===== src/rtl/if_id_pkg.sv =====
// Shared types and constants for the IF/ID decoupling buffer.
// Latency: n/a (types only).
// Backpressure: n/a (types only).
package if_id_pkg;

    localparam int INSTR_W = 32;
    localparam int PC_W    = 32;
    localparam int ENTRY_W = INSTR_W + PC_W;

    // sll $0,$0,0 encodes as all zeros; decode sees this while the buffer is empty.
    localparam logic [INSTR_W-1:0] NOP_INSTR = 32'h0000_0000;

    // One buffered fetch result: instruction word plus the PC+4 that accompanies it.
    typedef struct packed {
        logic [INSTR_W-1:0] instr;
        logic [PC_W-1:0]    pc_plus4;
    } if_id_entry_t;

endpackage


===== src/rtl/if_id_fifo_mem.sv =====
// DEPTH x ENTRY_W storage array: one synchronous write port, one asynchronous read port.
// Latency: write visible on the read port the cycle after the write edge; read is combinational.
// Backpressure: none here; the owner gates the write enable.
// Ports: Clk; wr_en_i/wr_idx_i/wr_dat_i write side; rd_idx_i -> rd_dat_o read side.
// The data is deliberately not reset: occupancy is tracked by the owner's pointers.
module if_id_fifo_mem
    import if_id_pkg::*;
#(
    parameter int DEPTH = 2,
    parameter int AW    = 1
) (
    input  logic              Clk,
    input  logic              wr_en_i,
    input  logic [AW-1:0]     wr_idx_i,
    input  if_id_entry_t      wr_dat_i,
    input  logic [AW-1:0]     rd_idx_i,
    output if_id_entry_t      rd_dat_o
);

    if_id_entry_t mem_q [DEPTH];

    always_ff @(posedge Clk) begin
        if (wr_en_i) begin
            mem_q[wr_idx_i] <= wr_dat_i;
        end
    end

    assign rd_dat_o = mem_q[rd_idx_i];

endmodule


===== src/rtl/if_id_buffer.sv =====
// IF->ID decoupling FIFO: holds up to DEPTH {instr, PC+4} entries, flushes on redirect, counts decode stalls.
// Latency: push-to-DecodeValid 1 cycle, no fall-through; pop-to-next-head 1 cycle.
// Backpressure: FetchReady = !full; head is held while DecodeReady=0; Flush overrides push and pop.
// Ports: Clk/Reset; fetch side FetchValid/Instruction/NextInstruct/FetchReady;
//        decode side DecodeValid/DecodeInstruction/DecodePCPlus4/DecodeReady; Flush; StallCount; Level.
module if_id_buffer
    import if_id_pkg::*;
#(
    parameter int DEPTH = 2,
    parameter int CNT_W = 16
) (
    input  logic                       Clk,
    input  logic                       Reset,
    input  logic                       FetchValid,
    input  logic [INSTR_W-1:0]         Instruction,
    input  logic [PC_W-1:0]            NextInstruct,
    output logic                       FetchReady,
    output logic                       DecodeValid,
    output logic [INSTR_W-1:0]         DecodeInstruction,
    output logic [PC_W-1:0]            DecodePCPlus4,
    input  logic                       DecodeReady,
    input  logic                       Flush,
    output logic [CNT_W-1:0]           StallCount,
    output logic [$clog2(DEPTH):0]     Level
);

    localparam int AW    = $clog2(DEPTH);
    localparam int PTR_W = AW + 1;

    localparam logic [PTR_W-1:0] PTR_ONE = PTR_W'(1);
    localparam logic [CNT_W-1:0] CNT_ONE = CNT_W'(1);
    localparam logic [CNT_W-1:0] CNT_MAX = '1;

    // Pointers carry one extra wrap bit so full and empty are distinguishable.
    logic [PTR_W-1:0] wr_ptr_q, wr_ptr_d;
    logic [PTR_W-1:0] rd_ptr_q, rd_ptr_d;
    logic [CNT_W-1:0] stall_q,  stall_d;

    logic         full;
    logic         empty;
    logic         push;
    logic         pop;
    logic         stall;
    if_id_entry_t wr_entry;
    if_id_entry_t head_entry;

    assign empty = (wr_ptr_q == rd_ptr_q);
    assign full  = (wr_ptr_q[PTR_W-1] != rd_ptr_q[PTR_W-1]) &&
                   (wr_ptr_q[AW-1:0]  == rd_ptr_q[AW-1:0]);

    assign push  = FetchValid  & ~full  & ~Flush;
    assign pop   = ~empty & DecodeReady & ~Flush;
    assign stall = ~empty & ~DecodeReady & ~Flush;

    assign wr_entry.instr    = Instruction;
    assign wr_entry.pc_plus4 = NextInstruct;

    if_id_fifo_mem #(
        .DEPTH (DEPTH),
        .AW    (AW)
    ) u_mem (
        .Clk      (Clk),
        .wr_en_i  (push),
        .wr_idx_i (wr_ptr_q[AW-1:0]),
        .wr_dat_i (wr_entry),
        .rd_idx_i (rd_ptr_q[AW-1:0]),
        .rd_dat_o (head_entry)
    );

    always_comb begin
        wr_ptr_d = wr_ptr_q;
        rd_ptr_d = rd_ptr_q;
        stall_d  = stall_q;

        if (Flush) begin
            // Redirect: every buffered instruction is on the wrong path.
            wr_ptr_d = '0;
            rd_ptr_d = '0;
        end else begin
            if (push) begin
                wr_ptr_d = wr_ptr_q + PTR_ONE;
            end
            if (pop) begin
                rd_ptr_d = rd_ptr_q + PTR_ONE;
            end
        end

        // Stall history survives redirects; it only saturates.
        if (stall && (stall_q != CNT_MAX)) begin
            stall_d = stall_q + CNT_ONE;
        end
    end

    always_ff @(posedge Clk or negedge Reset) begin
        if (!Reset) begin
            wr_ptr_q <= '0;
            rd_ptr_q <= '0;
            stall_q  <= '0;
        end else begin
            wr_ptr_q <= wr_ptr_d;
            rd_ptr_q <= rd_ptr_d;
            stall_q  <= stall_d;
        end
    end

    assign FetchReady        = ~full;
    assign DecodeValid       = ~empty;
    assign DecodeInstruction = empty ? NOP_INSTR : head_entry.instr;
    assign DecodePCPlus4     = empty ? '0        : head_entry.pc_plus4;
    assign StallCount        = stall_q;
    // Modulo subtraction of wrap-bit pointers yields 0..DEPTH directly.
    assign Level             = wr_ptr_q - rd_ptr_q;

endmodule


===== config.mk =====
export PLATFORM = sky130hd
export DESIGN_NAME = if_id_buffer
export DESIGN_NICKNAME = d
export VERILOG_FILES = /design/src/rtl/if_id_pkg.sv /design/src/rtl/if_id_fifo_mem.sv /design/src/rtl/if_id_buffer.sv
export SDC_FILE = /design/constraint.sdc
export NUM_CORES = 1
export LEC_CHECK = 0
export CORE_AREA = 2 2 123 125
export CTS_CLUSTER_SIZE = 12
export DETAILED_ROUTE_END_ITERATION = 16
export DIE_AREA = 0 0 125 127
export PLACE_DENSITY = 0.72
export SYNTH_ARGS = -nofsm -noshare
export SYNTH_HDL_FRONTEND = slang
export SYNTH_HIERARCHICAL = 1
export SYNTH_SLANG_ARGS = --single-unit
export TNS_END_PERCENT = 50

===== constraint.sdc =====
create_clock -name Clk -period 5.1 [get_ports Clk]
set_clock_uncertainty 0.15 [all_clocks]
set_input_delay 0.765 -clock Clk [delete_from_list [all_inputs] [get_ports Clk]]
set_output_delay 0.765 -clock Clk [all_outputs]
set_load 0.01 [all_outputs]

==> results of run 1 <==
power groups by stage:
stage / clock, mW / combinational (mW) / sequential, mW
after CTS: 1.23 / 1.82 / 1.56
after detailed placement: 0 / 1.81 / 1.58
after global routing: 1.28 / 1.91 / 1.58
after floorplan: 0 / 1.08 / 1.54
after global placement: 0 / 1.79 / 1.58
final: 1.20 / 1.77 / 1.56
through the flow:
step           hold slack (ns)  utilization  instances
2_1_floorplan            0.319            -        372
3_3_place_gp             0.363        0.557        695
3_5_place_dp             0.367        0.557        695
4_1_cts                  0.378        0.597        727
5_1_grt                  0.414        0.597        727
6_report                 0.374        0.597        727
per-layer routing:
layer / track usage / part of all wire / vias up
met1: 0.203 / 0.44 / 1740
met4: 0.0608 / 0.011 / 0
met5: 0 / 0 / -
li1: - / - / 1688
met2: 0.264 / 0.50 / 103
met3: 0.0469 / 0.053 / 15
flip-flops by register name (all words and copies together), names as in the netlist:
signal       flops
u_mem/mem_q    128
StallCount      16
rd_ptr_q         2
wr_ptr_q         2
worst register-to-register path, stage by stage, from the launching register on:
cell,delay [ns]
dfrtp_4,0.72
ha_1,0.41
a21boi_0,0.31
nor2b_1,0.22
nor2b_4,0.15
buf_4,0.66
cells in the mapped netlist (2+ instances only):
cell and instances:
nand2_1 7, buf_12 6, clkbuf_1 8, nor3_1 3, o21ai_0 3, edfxtp_1 128, nor2_1 9, o211ai_1 2
nor4_1 4, and2_1 65, mux2_2 6, dfrtp_1 20, ha_1 2, inv_1 4, xnor2_1 6, nand3_1 2
mux2_4 60, a2111o_1 2, nand4_1 5, nor2b_1 2, xor2_1 12
cells in the final DEF, fill, tap and decap left out, types with 2 or more instances in the layout:
cell and instances:
nor4_1 4, o211ai_1 2, ha_1 2, xnor2_1 6, clkbuf_1 2, a2111o_1 2
edfxtp_1 128, nor2_1 9, nand2_1 6, mux2_2 6, nor3_1 3, o21ai_0 3
bufinv_16 3, and2_1 64, nand4_1 5, clkinv_2 3, buf_4 2, clkdlybuf4s50_1 152
nand3_1 2, clkbuf_16 17, xor2_1 12, inv_1 4, mux2_4 60, dfrtp_1 19
clkinv_1 5
area by class of cell:
| cell class | count | area [sq um] |
|---|---|---|
| fill | 1139 | 5810 |
| timing repair buffer | 154 | 1540 |
| inverter | 4 | 15.0 |
| sequential | 148 | 4350 |
| clock inverter | 13 | 140 |
| tap | 184 | 230 |
| clock buffer | 19 | 433 |
| multi-input combinational | 205 | 1910 |
logic make-up after synthesis:
logic type,after synthesis,synth area share
flops,148,0.677
simple gates,106,0.101
mux,67,0.152
buf+inv,19,0.0275
xor+xnor,18,0.0246
compound gates,12,0.0134
fa+ha+maj,2,0.00390
worst max-delay path by stage:
stage | cells after the start | slack [ns] | end | startpoint
2_1_floorplan | 6 | 0.31 | u_mem/mem_q[0][0]$_DFFE_PP_ | wr_ptr_q[0]$_DFFE_PN0P_
3_3_place_gp | 4 | 1.47 | DecodeInstruction[4] | rd_ptr_q[0]$_DFFE_PN0P_
3_5_place_dp | 4 | 1.39 | DecodeInstruction[4] | rd_ptr_q[0]$_DFFE_PN0P_
4_1_cts | 4 | 0.95 | DecodeInstruction[4] | rd_ptr_q[0]$_DFFE_PN0P_
5_1_grt | 4 | 0.80 | DecodePCPlus4[22] | rd_ptr_q[0]$_DFFE_PN0P_
6_report | 4 | 1.08 | DecodeInstruction[8] | rd_ptr_q[0]$_DFFE_PN0P_
==> run summary, run 1 <==
status: complete, no violations
Clk Latency, worst-skew pair: 0.41 ns
YS warnings: 6
Hold Crit Depth: 1
wire per inst: 17.2 microns
Worst path top cell family by delay: simple AND/OR/NAND/NOR gates
Worst-Margin Slew: 0.952 ns
CTS resizes: 0
Core Footprint: 14400 sq um
leading area contributor after synthesis: edfxtp_1
initial core utilization: 0.445
Area contributors post-synth: edfxtp_1, mux2_4, dfrtp_1
Total Power: 4.54 mW
Min-Delay Path Class: reg -> reg
mapped cell area: 6420 sq um
first-pass GRT wire length: 19800 microns
final setup fails: 0
largest net degree at the start of global routing: 66
Internal: 3.26 mW
I/O Buffers: 152
r2r endpoint: u_mem/mem_q[0][42]$_DFFE_PP_
Reg2Reg Depth: 5
minimum clock period: 4.02 ns
initial antenna violation count: 0
Syn Inst Count: 372
setup total negative slack: 0 ns
setup repair bufs after CTS: 0
hold endpoint: StallCount[11]$_DFFE_PN0P_
Worst R2R Setup Slack: 2.03 ns
diode count: 0
fin. max-slew vios: 0
residual DRC count: 0
Die X: 125 microns
TritonCTS Buffers: 17
leakage power: 3.14 nW
RD Place Congestion: 0.853
Reg clk slew, reported paths: 0.06 ns
layout cell share with drive strength beyond 1: 0.184
maximum VDD drop: 0.258 mV
unrepaired setup endpoints after global routing: no
Post-DRT Antenna Nets: 0
cts hold-fix bufs: 0
die span in y: 127 microns
grt ovf: 0
vias per cell: 4.88
DP Area: 8040 sq um
First-pass DRT Iterations: 4
Syn Area/Cell: 17.3 sq um
synthesis-to-finish area growth: 34.2%
nets@finish: 601
Row Count: 44
Clock Power Share: 0.265
First DRT Iteration DRCs: 243
Peak Freq: 0.249 GHz
post-route cell area: 8610 sq um
Setup WS post-layout: 1.08 ns
deepest clock path buffer count: 2
Largest stage delay, worst path: 0.66 ns
CTS root buffer: clkbuf_16
Final Hold Vio Count: 0
pre-CTS setup slack: 1.39 ns
reg-to-reg startpoint: rd_ptr_q[0]$_DFFE_PN0P_
Die Area: 15900 sq um
sw power: 1.28 mW
Primary FF master, synth: edfxtp_1
routed vias: 3546
register area share after synthesis: 0.677
post-DP HPWL: 8130 microns
slowest cell on the critical path: dfrtp_4
signal arrival time at the worst endpoint: 3.10 ns
Post-Syn Nets: 443
slew margin rel.: 0.363
share of the synthesized area in the top cell type: 0.599
Sw Ratio: 0.282
Critical Path Fanout Max: 65
Async SR Flop Fraction: 0.135
Synth Register Bits: 148
number of global-route vias before repair: 3776
CP Capture Type: output port
Tcrit/Tclk final: 0.788
synth unique cells: 37
pwr dens: 527 nW/um^2
overall global routing resource usage: 0.161
Setup Crit Path Kind: reg -> out
worst path bufs/invs: 1
CP cell instances: ha_1 > nand2_2 > and2_1 > clkdlybuf4s50_1
I/O Pins: 153
Logic pwr share: 0.391
total of max-cap violations: 0
TritonCTS clock tree: yes
clock sink count: 148
min-delay src: StallCount[11]$_DFFE_PN0P_
WP data required: 4.18 ns
number of synthesized flops with an enable pin: 128
crit start category: flop
register share of total power: 0.344
final wirelength: 12500 microns
CTS H-tree depth: 4
(Power assumes the default switching activity.)
==> inputs of run 2 (changes only) <==
CORE_AREA = 2 2 117 119   (was 2 2 123 125)
DIE_AREA = 0 0 119 121   (was 0 0 125 127)
PLACE_DENSITY = 0.76   (was 0.72)
clock period = 4.22 ns   (was 5.1 ns; I/O delays follow)
==> run summary, run 2 (synthesis results as in run 1) <==
status: complete, no violations
register share of total power: 0.343 (about the same)
Die Area: 14400 sq um (-9.3%)
Internal: 3.91 mW (+20%)
I/O Pins: 153 (unchanged)
pwr dens: 632 nW/um^2 (+20%)
sw power: 1.54 mW (+20%)
I/O Buffers: 152 (unchanged)
routed vias: 3524 (-0.62%)
Final Hold Vio Count: 0 (unchanged)
minimum clock period: 3.38 ns
Row Count: 42 (-4.5%)
reg-to-reg startpoint: rd_ptr_q[0]$_DFFE_PN0P_
CTS root buffer: clkbuf_16
Worst R2R Setup Slack: 1.32 ns (-0.71 ns)
signal arrival time at the worst endpoint: 2.60 ns (-0.50 ns)
Min-Delay Path Class: reg -> reg
TritonCTS Buffers: 17 (unchanged)
Clock Power Share: 0.255 (-0.010)
overall global routing resource usage: 0.173 (+0.0122)
post-DP HPWL: 8080 microns (-0.60%)
clock sink count: 148 (unchanged)
r2r endpoint: u_mem/mem_q[1][4]$_DFFE_PP_
diode count: 0 (unchanged)
vias per cell: 4.88 (about the same)
DP Area: 8070 sq um (+0.31%)
CTS H-tree depth: 4 (unchanged)
setup total negative slack: 0 ns (unchanged)
Tcrit/Tclk final: 0.801
slew margin rel.: 0.367 (+0.00374)
cts hold-fix bufs: 0 (unchanged)
RD Place Congestion: 0.851 (-0.23%)
met1 WL: 5030 microns (-7.6%)
Reg2Reg Depth: 4 (-1)
unrepaired setup endpoints after global routing: no
final wirelength: 12200 microns (-2.5%)
Post-DRT Antenna Nets: 0 (unchanged)
CP Capture Type: output port
most frequent cells in the layout: clkdlybuf4s50_1, edfxtp_1, and2_1
First-pass DRT Iterations: 4 (unchanged)
synthesis-to-finish area growth: 34.2% (about the same)
maximum VDD drop: 0.334 mV (+29%)
Reg clk slew, reported paths: 0.06 ns (about the same)
grt ovf: 0 (unchanged)
setup repair bufs after CTS: 0 (unchanged)
layout cell share with drive strength beyond 1: 0.190 (+0.00631)
Core Footprint: 13100 sq um (-9.3%)
max reg flops: 128 (unchanged)
Worst-Margin Slew: 0.947 ns (-0.00520 ns)
initial antenna violation count: 0 (unchanged)
fin cells: 722 (-0.69%)
post-route cell area: 8620 sq um (about the same)
number of global-route vias before repair: 3590 (-4.9%)
Setup Crit Path Kind: reg -> out
Die X: 119 microns (-4.8%)
Hold Crit Depth: 1 (unchanged)
Total Power: 5.45 mW (+20%)
First DRT Iteration DRCs: 145 (-40%)
nets@finish: 604 (+0.50%)
Logic pwr share: 0.403 (+0.012)
residual DRC count: 0 (unchanged)
min-delay src: StallCount[0]$_DFFE_PN0P_
Sw Ratio: 0.282 (+0.000414)
crit start category: flop
hold endpoint: StallCount[0]$_DFFE_PN0P_
total of max-cap violations: 0 (unchanged)
Max Used Layer: met4
placed instance count: 690 (-0.72%)
Peak Freq: 0.296 GHz
Critical Path Fanout Max: 30 (-54%)
commonest non-fill, non-tap cell in the layout: clkdlybuf4s50_1
met3 WL: 550 microns (-17%)
deepest clock path buffer count: 2 (unchanged)
routed wl met2: 6440 microns (+3.5%)
leakage power: 3.14 nW (+0.19%)
Top reg by flops: u_mem/mem_q
first-pass GRT wire length: 18700 microns (-5.4%)
TritonCTS clock tree: yes
WP data required: 3.44 ns (-0.74 ns)
wire per inst: 16.8 microns (-1.8%)
fin util: 0.659 (+0.0614)
die span in y: 121 microns (-4.7%)
initial core utilization: 0.491 (+0.0455)
largest net degree at the start of global routing: 65 (-1.5%)
fin. max-slew vios: 0 (unchanged)
final setup fails: 0 (unchanged)
CTS resizes: 0 (unchanged)
Clk Latency, worst-skew pair: 0.41 ns (about the same)
[run 2: cell count changes in the layout (fill, tap and decap cells not counted)]
cell	delta
clkinv_1	-3
buf_12	+1
bufinv_16	-1
clkinvlp_4	+1
buf_4	+2
clkinv_2	+1
clkbuf_1	+2
[run 2: final cells by class]
type	instances	area, sq um
fillers	925	4470
flip-flops and latches	148	4350
multi-input cells	205	1910
repair buffers	157	1570
clock buffers	21	440
well taps	176	220
clock inverters	11	111
inverters	4	15.0
[run 2: power by group through the flow]
| stage | clock network (mW) | registers, mW | logic [mW] |
|---|---|---|---|
| floorplan | 0 | 1.86 | 1.30 |
| global placement | 0 | 1.88 | 2.19 |
| detailed placement | 0 | 1.89 | 2.22 |
| CTS | 1.42 | 1.87 | 2.24 |
| global route | 1.48 | 1.89 | 2.34 |
| finish | 1.39 | 1.87 | 2.19 |
[run 2: worst max path at each step]
stage | to | slack, ns | startpoint
global route | DecodePCPlus4[25] | 0.71 | rd_ptr_q[0]$_DFFE_PN0P_
floorplan | u_mem/mem_q[0][0]$_DFFE_PP_ | 0.64 | wr_ptr_q[0]$_DFFE_PN0P_
global placement | u_mem/mem_q[1][40]$_DFFE_PP_ | 1.29 | FetchValid
detailed placement | DecodeInstruction[30] | 1.26 | rd_ptr_q[0]$_DFFE_PN0P_
CTS | DecodeInstruction[30] | 0.79 | rd_ptr_q[0]$_DFFE_PN0P_
finish | DecodeInstruction[17] | 0.84 | rd_ptr_q[0]$_DFFE_PN0P_
[run 2: metrics by stage]
stage	setup WS (ns)	hold WS [ns]
5_1_grt	0.713	0.411
4_1_cts	0.785	0.392
2_1_floorplan	0.639	0.187
3_3_place_gp	1.29	0.365
3_5_place_dp	1.26	0.377
6_report	0.841	0.382
[run 2: critical path: stages, from the launching register on]
cell and delay, ns:
dfrtp_4 0.62, ha_1 0.44, nand2_2 0.11, buf_4 0.27, and2_1 0.21, clkdlybuf4s50_1 0.55
[run 2: routing by layer]
metal  GRT usage  up-vias
met5           0        -
met4      0.0692        0
met3      0.0442       12
met2       0.297      105
met1       0.209     1711
li1            -     1696
==> inputs of run 3 (changes only) <==
clock period = 3.2 ns   (was 4.22 ns; I/O delays follow)
==> run summary, run 3 (synthesis results as in run 1) <==
met3 Use GR: 0.0442 (unchanged)
setup repair bufs after CTS: 0 (unchanged)
Worst-Margin Slew: 0.908 ns (-0.0385 ns)
fin. max-slew vios: 0 (unchanged)
Min-Delay Path Class: reg -> reg
M1 GR Usage: 0.209 (about the same)
CP cell instances: inv_1 > ha_1 > nand2_2 > buf_12 > and2_1 > clkdlybuf4s50_1
Clk Latency, worst-skew pair: 0.41 ns (about the same)
Top reg by flops: u_mem/mem_q
slowest cell on the critical path: clkdlybuf4s50_1
CTS root buffer: clkbuf_16
diode count: 0 (unchanged)
worst path bufs/invs: 3 (+1)
first-pass GRT wire length: 19100 microns (+1.7%)
I/O Pins: 153 (unchanged)
r2r endpoint: u_mem/mem_q[0][12]$_DFFE_PP_
Largest stage delay, worst path: 0.55 ns (-0.07 ns)
Die X: 119 microns (unchanged)
signal arrival time at the worst endpoint: 2.43 ns (-0.17 ns)
pwr dens: 846 nW/um^2 (+34%)
cts hold-fix bufs: 0 (unchanged)
commonest non-fill, non-tap cell in the layout: clkdlybuf4s50_1
reg-to-reg startpoint: wr_ptr_q[0]$_DFFE_PN0P_
layout cell share with drive strength beyond 1: 0.203 (+0.0124)
CTS H-tree depth: 4 (unchanged)
WP data required: 2.57 ns (-0.87 ns)
max reg flops: 128 (unchanged)
synthesis-to-finish area growth: 35.5%
total of max-cap violations: 0 (unchanged)
overall global routing resource usage: 0.173 (+0.000584)
Die Area: 14400 sq um (unchanged)
maximum VDD drop: 0.417 mV (+25%)
number of global-route vias before repair: 3771 (+5.0%)
unrepaired setup endpoints after global routing: no
Min Hold Slack: 0.378 ns (-0.00439 ns)
Reg2Reg Depth: 6 (+2)
routed vias: 3599 (+2.1%)
slew margin rel.: 0.393 (+0.0257)
crit path to: DecodePCPlus4[1]
Worst path top cell family by delay: buffers and inverters
initial core utilization: 0.491 (unchanged)
residual DRC count: 0 (unchanged)
TritonCTS Buffers: 17 (unchanged)
Tcrit/Tclk final: 0.956
nets@finish: 606 (+0.33%)
deepest clock path buffer count: 2 (unchanged)
clock sink count: 148 (unchanged)
status: complete, no violations
TritonCTS clock tree: yes
Core Footprint: 13100 sq um (unchanged)
critical path depth: 6 (+1)
most frequent cells in the layout: clkdlybuf4s50_1, edfxtp_1, and2_1
crit start category: flop
leakage power: 3.17 nW (+0.79%)
First-pass DRT Iterations: 4 (unchanged)
CP Launch Point: wr_ptr_q[0]$_DFFE_PN0P_
wire per inst: 17.2 microns (+2.0%)
Critical Path Fanout Max: 33 (+10%)
CP Capture Type: output port
Post-DRT Antenna Nets: 0 (unchanged)
First DRT Iteration DRCs: 231 (+59%)
final setup fails: 0 (unchanged)
Setup WS post-layout: 0.140 ns (-0.702 ns)
Worst R2R Setup Slack: 0.59 ns (-0.73 ns)
GR peak layer: met2
Total Power: 7.36 mW (+35%)
largest net degree at the start of global routing: 67 (+3.1%)
RD Place Congestion: 0.842 (-0.99%)
post-DP HPWL: 8060 microns (-0.26%)
die span in y: 121 microns (unchanged)
Final Hold Vio Count: 0 (unchanged)
Setup Crit Path Kind: reg -> out
pre-CTS setup slack: 0.275 ns (-0.981 ns)
vias per cell: 4.98 (+2.0%)
Row Count: 42 (unchanged)
I/O Buffers: 152 (unchanged)
initial antenna violation count: 0 (unchanged)
Reg clk slew, reported paths: 0.06 ns (about the same)
minimum clock period: 3.06 ns
Peak Freq: 0.327 GHz
grt ovf: 0 (unchanged)
final wirelength: 12400 microns (+2.2%)
routing usage on met2: 0.307 (+0.00970)
[run 3: worst min-delay path by stage]
| stage | to | start | cells after the start |
|---|---|---|---|
| final | StallCount[11]$_DFFE_PN0P_ | StallCount[11]$_DFFE_PN0P_ | 1 |
| after global routing | StallCount[11]$_DFFE_PN0P_ | StallCount[11]$_DFFE_PN0P_ | 1 |
| after CTS | StallCount[11]$_DFFE_PN0P_ | StallCount[11]$_DFFE_PN0P_ | 1 |
| after detailed placement | StallCount[11]$_DFFE_PN0P_ | StallCount[11]$_DFFE_PN0P_ | 1 |
| after global placement | StallCount[11]$_DFFE_PN0P_ | StallCount[11]$_DFFE_PN0P_ | 1 |
| after floorplan | StallCount[0]$_DFFE_PN0P_ | Reset | 0 |
[run 3: power by group]
part	leakage (nW)	switching, mW	internal, mW	total (mW)
logic	1.47	1.28	1.79	3.07
clock network	0.266	0.730	1.14	1.87
registers	1.43	0.107	2.31	2.42
total	3.17	2.12	5.24	7.36
[run 3: repair_timing]
item | CTS | global route
cloned | 0 | 1
pin swaps | 0 | 0
resized for setup | 2 | 3
setup endpoints to repair | 65 | 64
[run 3: worst reg2reg max path, stage by stage, from the launching register on]
cell      delay, ns
dfrtp_2        0.42
inv_1          0.07
ha_1           0.39
a21boi_0       0.31
nor2b_1        0.23
nor2b_4        0.17
buf_4          0.46
[run 3: metrics by stage]
| stage | instances | cell area (sq um) | util | setup TNS, ns |
|---|---|---|---|---|
| floorplan | 372 | 6430 | - | -15.94 |
| global placement | 691 | 8090 | 0.618 | 0 |
| detailed placement | 691 | 8090 | 0.618 | 0 |
| CTS | 722 | 8660 | 0.662 | 0 |
| global route | 723 | 8700 | 0.665 | 0 |
| finish | 723 | 8700 | 0.665 | 0 |
[run 3: final cells by class]
type	count	area, sq um
Fill cell	885	4390
Sequential cell	148	4350
Multi-Input combinational cell	205	1920
Timing Repair Buffer	159	1630
Clock buffer	18	429
Tap cell	176	220
Clock inverter	13	135
Inverter	4	15.0
[run 3: per-layer routing]
metal / up-vias / share of wire
li1: 1699 / -
met1: 1800 / 0.43
met2: 96 / 0.53
met3: 4 / 0.042
met4: 0 / 0.0032
met5: - / 0
